File: src/rtl/camera_pkg.sv
// Shared definitions for the camera display path: pixel width, the
// saturated channel value and the colour mapping mode encodings.
package camera_pkg;

    localparam int PIX_W_DEF = 12;
    localparam int FULL_DEF  = (1 << PIX_W_DEF) - 1;

    typedef enum logic [1:0] {
        MODE_REPLICATE = 2'd0,
        MODE_HEAT      = 2'd1,
        MODE_BINARY    = 2'd2,
        MODE_INVERT    = 2'd3
    } mode_t;

endpackage

File: src/rtl/heatmap_lut.sv
// Heat-map false colour: maps a 2-bit segment and a full-scale ramp
// inside that segment onto blue -> cyan -> green -> yellow -> red.
module heatmap_lut #(
    parameter int PIX_W = 12,
    parameter int FULL  = 4095
) (
    input  logic [1:0]       seg,
    input  logic [PIX_W-1:0] ramp,
    output logic [PIX_W-1:0] red,
    output logic [PIX_W-1:0] green,
    output logic [PIX_W-1:0] blue
);

    localparam logic [PIX_W-1:0] FULL_V = PIX_W'(FULL);

    // Pick the channel recipe for the segment; ramp never exceeds FULL so
    // the subtractions cannot wrap.
    always_comb begin
        red   = '0;
        green = '0;
        blue  = '0;
        unique case (seg)
            2'd0: begin
                red   = '0;
                green = ramp;
                blue  = FULL_V;
            end
            2'd1: begin
                red   = '0;
                green = FULL_V;
                blue  = FULL_V - ramp;
            end
            2'd2: begin
                red   = ramp;
                green = FULL_V;
                blue  = '0;
            end
            default: begin
                red   = FULL_V;
                green = FULL_V - ramp;
                blue  = '0;
            end
        endcase
    end

endmodule

File: src/rtl/grey_to_pseudocolor.sv
// Grey-to-pseudocolour stream converter. Expands a single grey channel
// into RGB using a per-frame mode (replicate, heat map, binary, invert).
// Two-cycle fixed latency, no backpressure.
// Optional build macro PSEUDOCOLOR_FRAME_STATS_EN adds per-frame pixel
// count and maximum grey outputs.
module grey_to_pseudocolor
    import camera_pkg::*;
#(
    parameter int PIX_W  = PIX_W_DEF,
    parameter int THRESH = 2000,
    parameter int FULL   = FULL_DEF
) (
    input  logic             iCLK,
    input  logic             iRST,
    input  logic [PIX_W-1:0] iGrey,
    input  logic             iDVAL,
    input  logic             iFVAL,
    input  logic [1:0]       iMode,
    output logic [PIX_W-1:0] oRed,
    output logic [PIX_W-1:0] oGreen,
    output logic [PIX_W-1:0] oBlue,
    output logic             oDVAL,
    output logic [1:0]       oMode
`ifdef PSEUDOCOLOR_FRAME_STATS_EN
    ,
    output logic [23:0]      oPixCount,
    output logic [PIX_W-1:0] oGreyMax
`endif
);

    localparam logic [PIX_W-1:0] FULL_V   = PIX_W'(FULL);
    localparam logic [PIX_W-1:0] THRESH_V = PIX_W'(THRESH);

    logic             fval_d;
    logic             fval_rise;
    mode_t            active_mode;
    mode_t            pix_mode;

    logic             s1_valid;
    logic [PIX_W-1:0] s1_grey;
    logic [1:0]       s1_seg;
    logic [PIX_W-1:0] s1_ramp;
    logic             s1_bin;
    mode_t            s1_mode;

    logic [PIX_W-1:0] heat_r;
    logic [PIX_W-1:0] heat_g;
    logic [PIX_W-1:0] heat_b;
    logic [PIX_W-1:0] nxt_r;
    logic [PIX_W-1:0] nxt_g;
    logic [PIX_W-1:0] nxt_b;

    // A pixel arriving on the frame-start cycle already uses the new mode.
    assign fval_rise = iFVAL & ~fval_d;
    assign pix_mode  = fval_rise ? mode_t'(iMode) : active_mode;
    assign oMode     = active_mode;

    // Frame edge detection and mode latch; mode only changes at frame start.
    always_ff @(posedge iCLK) begin
        if (iRST) begin
            fval_d      <= 1'b0;
            active_mode <= MODE_REPLICATE;
        end else begin
            fval_d <= iFVAL;
            if (fval_rise) begin
                active_mode <= mode_t'(iMode);
            end
        end
    end

    // Stage 1: capture the pixel and pre-split it into segment and ramp.
    always_ff @(posedge iCLK) begin
        if (iRST) begin
            s1_valid <= 1'b0;
            s1_grey  <= '0;
            s1_seg   <= '0;
            s1_ramp  <= '0;
            s1_bin   <= 1'b0;
            s1_mode  <= MODE_REPLICATE;
        end else begin
            s1_valid <= iDVAL;
            if (iDVAL) begin
                s1_grey <= iGrey;
                s1_seg  <= iGrey[PIX_W-1:PIX_W-2];
                s1_ramp <= {iGrey[PIX_W-3:0], iGrey[PIX_W-3:PIX_W-4]};
                s1_bin  <= (iGrey > THRESH_V);
                s1_mode <= pix_mode;
            end
        end
    end

    heatmap_lut #(
        .PIX_W (PIX_W),
        .FULL  (FULL)
    ) u_heatmap_lut (
        .seg   (s1_seg),
        .ramp  (s1_ramp),
        .red   (heat_r),
        .green (heat_g),
        .blue  (heat_b)
    );

    // Select the colour recipe for the pixel held in stage 1.
    always_comb begin
        nxt_r = s1_grey;
        nxt_g = s1_grey;
        nxt_b = s1_grey;
        unique case (s1_mode)
            MODE_REPLICATE: begin
                nxt_r = s1_grey;
                nxt_g = s1_grey;
                nxt_b = s1_grey;
            end
            MODE_HEAT: begin
                nxt_r = heat_r;
                nxt_g = heat_g;
                nxt_b = heat_b;
            end
            MODE_BINARY: begin
                nxt_r = s1_bin ? '0 : FULL_V;
                nxt_g = s1_bin ? '0 : FULL_V;
                nxt_b = s1_bin ? '0 : FULL_V;
            end
            default: begin
                nxt_r = FULL_V - s1_grey;
                nxt_g = FULL_V - s1_grey;
                nxt_b = FULL_V - s1_grey;
            end
        endcase
    end

    // Stage 2: register the colour channels; idle cycles hold the last pixel.
    always_ff @(posedge iCLK) begin
        if (iRST) begin
            oDVAL  <= 1'b0;
            oRed   <= '0;
            oGreen <= '0;
            oBlue  <= '0;
        end else begin
            oDVAL <= s1_valid;
            if (s1_valid) begin
                oRed   <= nxt_r;
                oGreen <= nxt_g;
                oBlue  <= nxt_b;
            end
        end
    end

`ifdef PSEUDOCOLOR_FRAME_STATS_EN
    logic [23:0]      acc_count;
    logic [PIX_W-1:0] acc_max;
    logic             fval_fall;

    assign fval_fall = ~iFVAL & fval_d;

    // Per-frame accumulation; the frame-start pixel seeds fresh totals and
    // the published values only change when the frame ends.
    always_ff @(posedge iCLK) begin
        if (iRST) begin
            acc_count <= '0;
            acc_max   <= '0;
            oPixCount <= '0;
            oGreyMax  <= '0;
        end else begin
            if (fval_rise) begin
                acc_count <= iDVAL ? 24'd1 : 24'd0;
                acc_max   <= iDVAL ? iGrey : '0;
            end else if (iFVAL && iDVAL) begin
                if (acc_count != '1) begin
                    acc_count <= acc_count + 24'd1;
                end
                if (iGrey > acc_max) begin
                    acc_max <= iGrey;
                end
            end
            if (fval_fall) begin
                oPixCount <= acc_count;
                oGreyMax  <= acc_max;
            end
        end
    end
`endif

endmodule

File: config.mk
export PLATFORM = sky130hd
export DESIGN_NAME = grey_to_pseudocolor
export DESIGN_NICKNAME = d
export VERILOG_FILES = /design/src/rtl/camera_pkg.sv /design/src/rtl/heatmap_lut.sv /design/src/rtl/grey_to_pseudocolor.sv
export SDC_FILE = /design/constraint.sdc
export NUM_CORES = 1
export LEC_CHECK = 0
export ABC_CLOCK_PERIOD_IN_PS = 2100
export CORE_MARGIN = 1
export CORE_UTILIZATION = 30
export DETAILED_ROUTE_END_ITERATION = 8
export GPL_ROUTABILITY_DRIVEN = 0
export PLACE_DENSITY = 0.49
export SYNTH_ARGS = -nofsm -noshare
export SYNTH_HDL_FRONTEND = slang
export SYNTH_SLANG_ARGS = --single-unit
File: constraint.sdc
create_clock -name iCLK -period 2.1 [get_ports iCLK]
set_input_delay 0.315 -clock iCLK [delete_from_list [all_inputs] [get_ports iCLK]]
set_output_delay 0.315 -clock iCLK [all_outputs]
set_load 0.02 [all_outputs]
==> results of run 1 <==
-- power breakdown --
group / internal, uW / leakage, uW / switching (uW)
Sequential: 1130 / 0.000462 / 70.0
Clock: 268 / 0.0000434 / 369
Combinational: 259 / 0.000815 / 278
-- final timing paths --
kind	start	cells past startpoint	slack (ps)	to
setup / recovery	s1_mode[1]$_SDFFE_PP0P_	3	270	oBlue[0]$_SDFFE_PP0P_
hold / removal	oBlue[2]$_SDFFE_PP0P_	2	490	oBlue[2]$_SDFFE_PP0P_
setup reg to reg	s1_mode[1]$_SDFFE_PP0P_	3	270	oBlue[0]$_SDFFE_PP0P_
hold reg to reg	oBlue[2]$_SDFFE_PP0P_	2	490	oBlue[2]$_SDFFE_PP0P_
-- area by class of cell --
| cell class | count | area [um^2] | area share (%) |
|---|---|---|---|
| Clock buffer | 6 | 82.6 | 2.34 |
| Clock inverter | 2 | 15.0 | 0.426 |
| Inverter | 3 | 11.3 | 0.319 |
| Multi-Input combinational cell | 224 | 1500 | 42.5 |
| Sequential cell | 56 | 1120 | 31.8 |
| Tap cell | 108 | 135 | 3.83 |
| Timing Repair Buffer | 67 | 663 | 18.8 |
-- stage by stage --
step	power, uW	setup WS, ps	utilization, %	instance area (um^2)
after global placement	1770	289	39.0	3430
after detailed placement	1770	252	39.0	3430
after CTS	2420	234	40.1	3530
after floorplan	1540	492	-	2760
after global routing	2510	45.6	40.1	3530
final	2380	274	40.1	3530
-- cells by family (layout without fill, tap and decap cells) --
| family | count (synthesis) | count (layout) |
|---|---|---|
| and+or+nand+nor | 123 | 123 |
| AOI/OAI and AO/OA | 83 | 83 |
| DFF | 56 | 56 |
| buffers and inverters | 32 | 78 |
| muxes | 14 | 14 |
| adders and majority gates | 4 | 4 |
-- flip-flops by register name (all words and copies together) (netlist names) --
name,flops
oGreen,12
s1_bin,1
s1_valid,1
oRed,12
s1_grey,12
oBlue,12
fval_d,1
oMode,2
s1_mode,2
oDVAL,1
-- cells in the mapped netlist (3+ instances only) --
cell type	count	area, um^2
sky130_fd_sc_hd__and2_1	3	18.8
sky130_fd_sc_hd__or3b_1	3	26.3
sky130_fd_sc_hd__ha_1	4	50.1
sky130_fd_sc_hd__nor2b_1	6	37.5
sky130_fd_sc_hd__nand3b_1	6	45.0
sky130_fd_sc_hd__o21ai_0	3	15.0
sky130_fd_sc_hd__a211o_1	10	87.6
sky130_fd_sc_hd__nand2b_1	20	125
sky130_fd_sc_hd__inv_1	3	11.3
sky130_fd_sc_hd__mux2i_1	14	140
sky130_fd_sc_hd__buf_2	9	45.0
sky130_fd_sc_hd__a41oi_1	18	158
sky130_fd_sc_hd__a311oi_1	7	61.3
sky130_fd_sc_hd__nor2_1	37	139
sky130_fd_sc_hd__nand2_1	17	63.8
sky130_fd_sc_hd__a211oi_1	15	113
sky130_fd_sc_hd__clkbuf_1	15	56.3
sky130_fd_sc_hd__dfxtp_1	56	1120
sky130_fd_sc_hd__o21bai_1	18	135
sky130_fd_sc_hd__nand3_1	25	125
-- critical path, cell delays in order (launching register included) --
cell                       delay, ps
sky130_fd_sc_hd__dfxtp_1         490
sky130_fd_sc_hd__nor2b_1         600
sky130_fd_sc_hd__o21ai_0         310
sky130_fd_sc_hd__a311oi_1        340
-- metal layers --
metal	GRT usage (%)	wire [um]
met1	23.7	3620
met2	26.0	3420
met3	2.58	225
met4	3.85	79
met5	0	0
==> flow_metrics.env, run 1 <==
export IMPL_grt_setup_unrepaired="no"
export IMPL_grt_max_degree=41
export IMPL_dominantRegCellSynth="sky130_fd_sc_hd__dfxtp_1"
export IMPL_initialDrtViolationCount=112
export IMPL_final_standard_cell_count_with_taps_included_and_fillers_excluded=466
export IMPL_synth_top_family_by_area="compound AO/OA/AOI/OAI gates"
export IMPL_average_wire_per_cell_in_the_routed_design_um=15.8
export IMPL_ctsLongestPathBuffers=2
export IMPL_run_status="finished with violations"
export IMPL_routed_wirelength_um=7340
export IMPL_worst_slew_pin_transition_ps=677
export IMPL_max_clock_freq_mhz=547
export IMPL_fill_cells=915
export IMPL_clk_transition_reported_paths_ps=100
export IMPL_leading_cell_types_in_the_layout_fill_and_taps_excluded="55 x sky130_fd_sc_hd__dfxtp_1, 55 x sky130_fd_sc_hd__clkdlybuf4s50_1, 37 x sky130_fd_sc_hd__nor2_1"
export IMPL_start_util_pct=31.4
export IMPL_die_area_mm2=0.00960
export IMPL_warnings_synthesis=0
export IMPL_synth_cell_area_mm2=0.00276
export IMPL_wire_length_of_the_first_global_routing_pass_um=12700
export IMPL_seq_area_frac_synth_pct=40.6
export IMPL_synthToLayoutAreaGrowth_pct=27.7
export IMPL_hold_worst_slack_ps=488
export IMPL_number_of_standard_cell_rows_in_the_floorplan=34
export IMPL_number_of_buffers_added_by_the_clock_tree_synthesis_step=5
export IMPL_finalSetupViolCount=0
export IMPL_fp_coreArea_mm2=0.00881
export IMPL_global_route_overflow_total=0
export IMPL_syn_num_nets=334
export IMPL_syn_instance_count=312
export IMPL_max_cap_violations=0
export IMPL_floorplan_die_height_um=98.0
export IMPL_clock_skew_final_ps=7.37
export IMPL_timing_final_crit_period_ps=1830
export IMPL_post_synth_xor_area_fraction_pct=0
export IMPL_nNetsFinal=379
export IMPL_io_pins=57
export IMPL_n_antenna_cell=0
export IMPL_clkLatencyLatePin_ps=310
export IMPL_yosys_area_share_simple_pct=22.6
export IMPL_vias_in_the_first_global_route=2434
export IMPL_sum_of_negative_setup_slack_ps=0
export IMPL_synth_edff_count=0
export IMPL_h_tree_depth=2
export IMPL_post_place_cells=458
export IMPL_slew_headroom_pct=54.9
export IMPL_cp_data_required_time_ps=2320
export IMPL_report_final_slew_viol_count=0
export IMPL_netlist_cell_type_count=39
export IMPL_synth_seq_cells=56
export IMPL_drcViolationCount=4
export IMPL_cts_root_buffer="sky130_fd_sc_hd__clkbuf_8"
export IMPL_timing_hold_violations_final=0
export IMPL_synthArstFlopShare_pct=0
export IMPL_numClockSinks=56
export IMPL_worstSetupPathType="flop to flop"
export IMPL_synth_area_per_cell_um2=8.86
export IMPL_route_vias_total=2430
export IMPL_synth_area_mux_share_pct=5.07
export IMPL_avgViaCountPerCell=5.21
export IMPL_clock_tree_from_tritoncts="yes"
export IMPL_detail_route_first_pass_iterations=9
export IMPL_die_w_um=98.0
export IMPL_worst_ep_arrival_time_ps=2050
export IMPL_synth_compound_gate_area_share_pct=24.7
export IMPL_antenna_found_initial=0
export IMPL_crit_path_start_kind="flop"
export IMPL_failed_checks="DRC"
export IMPL_worst_setup_path_end_kind="flop"
export IMPL_leakage_uw=0.00132
export IMPL_min_delay_path_class="flop to flop"
export IMPL_vdd_ir_drop_max_uv=287
export IMPL_port_buffer_count=56
export IMPL_post_cts_setup_buffer_count=0
export IMPL_power_density_cell_area_mw_per_mm2=674
export IMPL_cts_resized=0
export IMPL_synthAdderAreaFrac_pct=1.81
export IMPL_cp_max_fanout=14
export IMPL_layout_worst_path_cycle_share_pct=87.0
export IMPL_cts_hold_fix_buffers=0
export IMPL_gr_usage_all_layers_pct=16.5
export IMPL_post_route_cells_drive_above_1_share_pct=7.26
export IMPL_dpl_hpwl_um=5240
export IMPL_ant_nets=0
No activity file was read; power rests on OpenSTA's default activity.
==> run 2, diff against run 1 <==
--- a/config.mk
+++ b/config.mk
@@ -6,6 +6,7 @@
 export NUM_CORES = 1
 export LEC_CHECK = 0
 export ABC_CLOCK_PERIOD_IN_PS = 2100
+export CORE_ASPECT_RATIO = 0.9
 export CORE_MARGIN = 1
 export CORE_UTILIZATION = 30
 export DETAILED_ROUTE_END_ITERATION = 8
==> run 2 against run 1 <==
Compared with the run above: the run now ends clean; sequential power about the same; first-iteration DRC count is 6.3% lower; setup slack worse by 19 ps; critical endpoint is now oGreen[1]$_SDFFE_PP0P_; cell count up 2.4%; largest cell class unchanged.
==> flow_metrics.env, run 2 (synthesis gave the netlist of run 1 again) <==
export IMPL_leakage_uw=0.00132
export IMPL_run_status="finished, final reports clean"
export IMPL_average_wire_per_cell_in_the_routed_design_um=15.3
export IMPL_combinationalPowerShare_pct=23.1
export IMPL_vdd_ir_drop_max_uv=230
export IMPL_critical_path_top_delay_family="compound AO/OA/AOI/OAI gates"
export IMPL_ctsLongestPathBuffers=2
export IMPL_worstSetupPathType="flop to flop"
export IMPL_cts_hold_fix_buffers=0
export IMPL_antenna_found_initial=0
export IMPL_grt_setup_unrepaired="no"
export IMPL_final_standard_cell_count_with_taps_included_and_fillers_excluded=477
export IMPL_sum_of_negative_setup_slack_ps=0
export IMPL_timing_final_ws_setup_ps=255
export IMPL_min_delay_path_class="flop to flop"
export IMPL_route_vias_total=2444
export IMPL_wire_length_of_the_first_global_routing_pass_um=12300
export IMPL_post_cts_setup_buffer_count=0
export IMPL_crit_path_start_kind="flop"
export IMPL_timing_hold_violations_final=0
export IMPL_avgViaCountPerCell=5.12
export IMPL_die_w_um=103
export IMPL_p_clk_share_pct=24.6
export IMPL_die_area_mm2=0.00960
export IMPL_post_route_cells_drive_above_1_share_pct=6.98
export IMPL_max_cap_violations=0
export IMPL_grt_max_degree=40
export IMPL_vias_in_the_first_global_route=2332
export IMPL_initialDrtViolationCount=105
export IMPL_timing_final_crit_period_ps=1850
export IMPL_worst_ep_arrival_time_ps=2010
export IMPL_clk_transition_reported_paths_ps=100
export IMPL_global_route_overflow_total=0
export IMPL_ant_nets=0
export IMPL_synthToLayoutAreaGrowth_pct=27.3
export IMPL_number_of_buffers_added_by_the_clock_tree_synthesis_step=5
export IMPL_clock_tree_from_tritoncts="yes"
export IMPL_finalSetupViolCount=0
export IMPL_critical_path_max_stage_delay_ps=450
export IMPL_io_pins=57
export IMPL_cp_num_buf_inv=1
export IMPL_detail_route_first_pass_iterations=4
export IMPL_hold_worst_slack_ps=488
export IMPL_start_util_pct=31.5
export IMPL_cts_resized=0
export IMPL_power_density_cell_area_mw_per_mm2=655
export IMPL_h_tree_depth=2
export IMPL_pre_cts_ws_ps=284
export IMPL_report_final_slew_viol_count=0
export IMPL_port_buffer_count=56
export IMPL_p_sw_share_pct=29.8
export IMPL_cp_max_fanout=10
export IMPL_routed_wirelength_um=7320
export IMPL_dpl_hpwl_um=5260
export IMPL_cp_data_required_time_ps=2270
export IMPL_clkLatencyLatePin_ps=310
export IMPL_path_cells="inv_1, ha_1, a211o_1, a31oi_1, a211oi_1"
export IMPL_post_place_cells=470
export IMPL_worst_setup_path_end_kind="flop"
export IMPL_leading_cell_types_in_the_layout_fill_and_taps_excluded="55 x sky130_fd_sc_hd__dfxtp_1, 55 x sky130_fd_sc_hd__clkdlybuf4s50_1, 37 x sky130_fd_sc_hd__nor2_1"
export IMPL_clock_skew_final_ps=7.13
export IMPL_slew_headroom_pct=61.9
export IMPL_worst_path_max_delay_cell="sky130_fd_sc_hd__dfxtp_1"
export IMPL_switching_power_of_the_nets_uw=686
export IMPL_nNetsFinal=380
export IMPL_pwr_share_seq_pct=52.3
export IMPL_worst_slew_pin_transition_ps=571
export IMPL_floorplan_die_height_um=93.1
export IMPL_max_clock_freq_mhz=542
export IMPL_drcViolationCount=0
export IMPL_cts_root_buffer="sky130_fd_sc_hd__clkbuf_8"
export IMPL_gr_usage_all_layers_pct=16.5
export IMPL_numClockSinks=56
export IMPL_n_antenna_cell=0
export IMPL_layout_worst_path_cycle_share_pct=87.9
export IMPL_fp_coreArea_mm2=0.00877
export IMPL_number_of_standard_cell_rows_in_the_floorplan=32
export IMPL_internal_power_uw=1620
[run 2: cell types whose count changed in the layout (fill, tap and decap cells not counted)]
| cell | before | now |
|---|---|---|
| sky130_fd_sc_hd__clkinv_2 | 0 | 1 |
| sky130_fd_sc_hd__clkbuf_1 | 0 | 1 |
| sky130_fd_sc_hd__buf_4 | 9 | 11 |
| sky130_fd_sc_hd__clkbuf_8 | 6 | 5 |
| sky130_fd_sc_hd__buf_12 | 2 | 1 |
| sky130_fd_sc_hd__clkinvlp_4 | 2 | 0 |
[run 2: worst paths after layout]
kind              depth (start not counted)                      end                startpoint  slack, ps
hold reg to reg                           2  oGreen[11]$_SDFFE_PP0P_   oGreen[11]$_SDFFE_PP0P_        490
setup / recovery                          5   oGreen[1]$_SDFFE_PP0P_  s1_grey[10]$_SDFFE_PP0P_        250
setup reg to reg                          5   oGreen[1]$_SDFFE_PP0P_  s1_grey[10]$_SDFFE_PP0P_        250
hold / removal                            2  oGreen[11]$_SDFFE_PP0P_   oGreen[11]$_SDFFE_PP0P_        490
[run 2: stage by stage]
step / area [um^2] / utilization [%] / power (uW)
after global placement: 3440 / 39.2 / 1760
after global routing: 3520 / 40.1 / 2440
final: 3520 / 40.1 / 2300
after detailed placement: 3440 / 39.2 / 1760
after floorplan: 2760 / - / 1540
after CTS: 3520 / 40.1 / 2340
[run 2: layer usage]
| layer | share of wire (%) | track usage, % | vias to the layer above |
|---|---|---|---|
| li1 | - | - | 1237 |
| met1 | 54 | 24.6 | 1149 |
| met4 | 1.0 | 4.58 | 0 |
| met5 | 0 | 0 | - |
| met3 | 3.8 | 2.77 | 8 |
| met2 | 42 | 24.2 | 50 |
[run 2: tightest hold or removal path: stages (launching register included)]
cell and delay, ps:
sky130_fd_sc_hd__dfxtp_1 320, sky130_fd_sc_hd__nor2_1 80, sky130_fd_sc_hd__a211oi_1 50
[run 2: power by group through the flow]
stage	Combinational, uW	Clock, uW	Sequential (uW)
after floorplan	278	0	1260
after global placement	533	0	1230
after detailed placement	535	0	1230
after CTS	538	594	1200
after global routing	586	635	1220
final	533	567	1200
[run 2: cell type report]
cell class / instances / area [um^2]
repair buffers: 68 / 658
clock buffers: 6 / 72.6
fillers: 898 / 5250
well taps: 119 / 149
flip-flops and latches: 56 / 1120
clock inverters: 1 / 5.00
inverters: 3 / 11.3
multi-input cells: 224 / 1500
==> run 3, diff against run 2 <==
--- a/config.mk
+++ b/config.mk
@@ -11,7 +11,7 @@
 export CORE_UTILIZATION = 30
 export DETAILED_ROUTE_END_ITERATION = 8
 export GPL_ROUTABILITY_DRIVEN = 0
-export PLACE_DENSITY = 0.49
+export PLACE_DENSITY = 0.64
 export SYNTH_ARGS = -nofsm -noshare
 export SYNTH_HDL_FRONTEND = slang
 export SYNTH_SLANG_ARGS = --single-unit
==> run 3 against run 2 <==
Compared with the run above: sequential share of layout area fell by 0.11 points; core utilization is 0.14 points higher; cell count is 0.84% lower; non-clock buffer count fell by 5; register-to-register slack better by 90 ps; largest cell class unchanged; largest power group unchanged.
==> flow_metrics.env, run 3 (synthesis gave the netlist of run 1 again) <==
export IMPL_leakage_uw=0.00131
export IMPL_port_buffer_count=56
export IMPL_number_of_standard_cell_rows_in_the_floorplan=32
export IMPL_slew_headroom_pct=55.3
export IMPL_vias_in_the_first_global_route=2275
export IMPL_layout_commonest_cell="sky130_fd_sc_hd__clkdlybuf4s50_1"
export IMPL_post_route_cells_drive_above_1_share_pct=5.93
export IMPL_cts_hold_fix_buffers=0
export IMPL_antenna_found_initial=0
export IMPL_ctsLongestPathBuffers=2
export IMPL_gr_usage_all_layers_pct=15.3
export IMPL_min_delay_path_depth=2
export IMPL_layout_worst_path_cycle_share_pct=83.5
export IMPL_sum_of_negative_setup_slack_ps=0
export IMPL_worst_path_max_delay_cell="sky130_fd_sc_hd__ha_1"
export IMPL_io_pins=57
export IMPL_leading_cell_types_in_the_layout_fill_and_taps_excluded="56 x sky130_fd_sc_hd__clkdlybuf4s50_1, 55 x sky130_fd_sc_hd__dfxtp_1, 37 x sky130_fd_sc_hd__nor2_1"
export IMPL_vdd_ir_drop_max_uv=287
export IMPL_start_util_pct=31.5
export IMPL_drcViolationCount=0
export IMPL_synthToLayoutAreaGrowth_pct=27.7
export IMPL_global_route_overflow_total=0
export IMPL_reg2reg_depth=4
export IMPL_clock_tree_from_tritoncts="yes"
export IMPL_power_density_cell_area_mw_per_mm2=690
export IMPL_timing_final_crit_period_ps=1750
export IMPL_critical_path_top_delay_family="adder cells"
export IMPL_cp_max_fanout=19
export IMPL_post_place_cells=465
export IMPL_grt_setup_unrepaired="no"
export IMPL_wire_length_of_the_first_global_routing_pass_um=11500
export IMPL_h_tree_depth=2
export IMPL_pre_cts_ws_ps=195
export IMPL_numClockSinks=56
export IMPL_finalSetupViolCount=0
export IMPL_number_of_buffers_added_by_the_clock_tree_synthesis_step=5
export IMPL_timing_hold_violations_final=0
export IMPL_clk_transition_reported_paths_ps=100
export IMPL_route_vias_total=2426
export IMPL_n_antenna_cell=0
export IMPL_final_core_utilization_pct=40.3
export IMPL_dpl_hpwl_um=4850
export IMPL_initialDrtViolationCount=144
export IMPL_avgViaCountPerCell=5.13
export IMPL_cts_root_buffer="sky130_fd_sc_hd__clkbuf_8"
export IMPL_max_cap_violations=0
export IMPL_detail_route_first_pass_iterations=4
export IMPL_floorplan_die_height_um=93.1
export IMPL_report_final_slew_viol_count=0
export IMPL_nNetsFinal=375
export IMPL_die_area_mm2=0.00960
export IMPL_fp_coreArea_mm2=0.00877
export IMPL_min_delay_path_class="flop to flop"
export IMPL_clkLatencyLatePin_ps=310
export IMPL_routed_wirelength_um=6950
export IMPL_worstSetupPathType="flop to flop"
export IMPL_worst_ep_arrival_time_ps=1980
export IMPL_worst_setup_path_end_kind="flop"
export IMPL_average_wire_per_cell_in_the_routed_design_um=14.7
export IMPL_die_w_um=103
export IMPL_worst_slew_pin_transition_ps=671
export IMPL_clock_skew_final_ps=6.66
export IMPL_cp_num_buf_inv=0
export IMPL_final_standard_cell_count_with_taps_included_and_fillers_excluded=473
export IMPL_run_status="finished, final reports clean"
export IMPL_cp_num_cells=4
export IMPL_critical_path_max_stage_delay_ps=630
export IMPL_ant_nets=0
export IMPL_max_clock_freq_mhz=570
export IMPL_timing_final_ws_setup_ps=347
export IMPL_path_cells="ha_1, a211o_1, nand3_1, a311oi_1"
export IMPL_cp_data_required_time_ps=2320
export IMPL_crit_path_start_kind="flop"
export IMPL_grt_max_degree=57
==> run 3: cell count changes in the layout (fill, tap and decap cells not counted), sizes merged <==
cell	delta
bufinv	+1
buf	-6
clkdlybuf4s50	+1
==> run 3: per-stage QoR <==
step                      hold slack [ps]  area, um^2  power [uW]
final                                 488        3530        2440
after global routing                  511        3530        2560
after CTS                             493        3530        2460
after detailed placement              480        3420        1760
after global placement                481        3420        1750
after floorplan                       443        2760        1540
==> run 3: where the power goes <==
part / internal, uW / switching [uW] / leakage, uW
sequential: 1130 / 70.3 / 0.000462
clock: 355 / 348 / 0.0000552
combinational: 255 / 274 / 0.000795
total: 1740 / 692 / 0.00131
==> run 3: cell type report <==
cell class,instances,area (um^2)
Inverter,3,11.3
Multi-Input combinational cell,224,1500
Clock inverter,2,35.0
Fill cell,893,5240
Clock buffer,6,72.6
Tap cell,119,149
Timing Repair Buffer,63,638
Sequential cell,56,1120
==> run 3: timing repair <==
action / in CTS / in global routing
buffers inserted: 0 / 0
endpoints found under the setup margin: 0 / 4
gates resized for setup: 0 / 1
==> run 3: worst register-to-register path: cells and delay by family (launching register included) <==
family | cells | cell delay (ps)
DFF | 1 | 460
and+or+nand+nor | 1 | 110
adders and majority gates | 1 | 630
AOI/OAI and AO/OA | 2 | 470
==> run 3: path summary, 6_finish.rpt <==
kind | from | endpoint | slack, ps
setup reg to reg | s1_grey[10]$_SDFFE_PP0P_ | oGreen[0]$_SDFFE_PP0P_ | 350
hold reg to reg | oGreen[1]$_SDFFE_PP0P_ | oGreen[1]$_SDFFE_PP0P_ | 490
hold / removal | oGreen[1]$_SDFFE_PP0P_ | oGreen[1]$_SDFFE_PP0P_ | 490
setup / recovery | s1_grey[10]$_SDFFE_PP0P_ | oGreen[0]$_SDFFE_PP0P_ | 350
==> run 3: layer usage <==
metal	up-vias	global-route usage [%]	part of all wire [%]
li1	1225	-	-
met1	1137	21.8	51
met2	60	23.9	44
met3	4	2.54	4.3
met4	0	3.52	0.60
met5	-	0	0
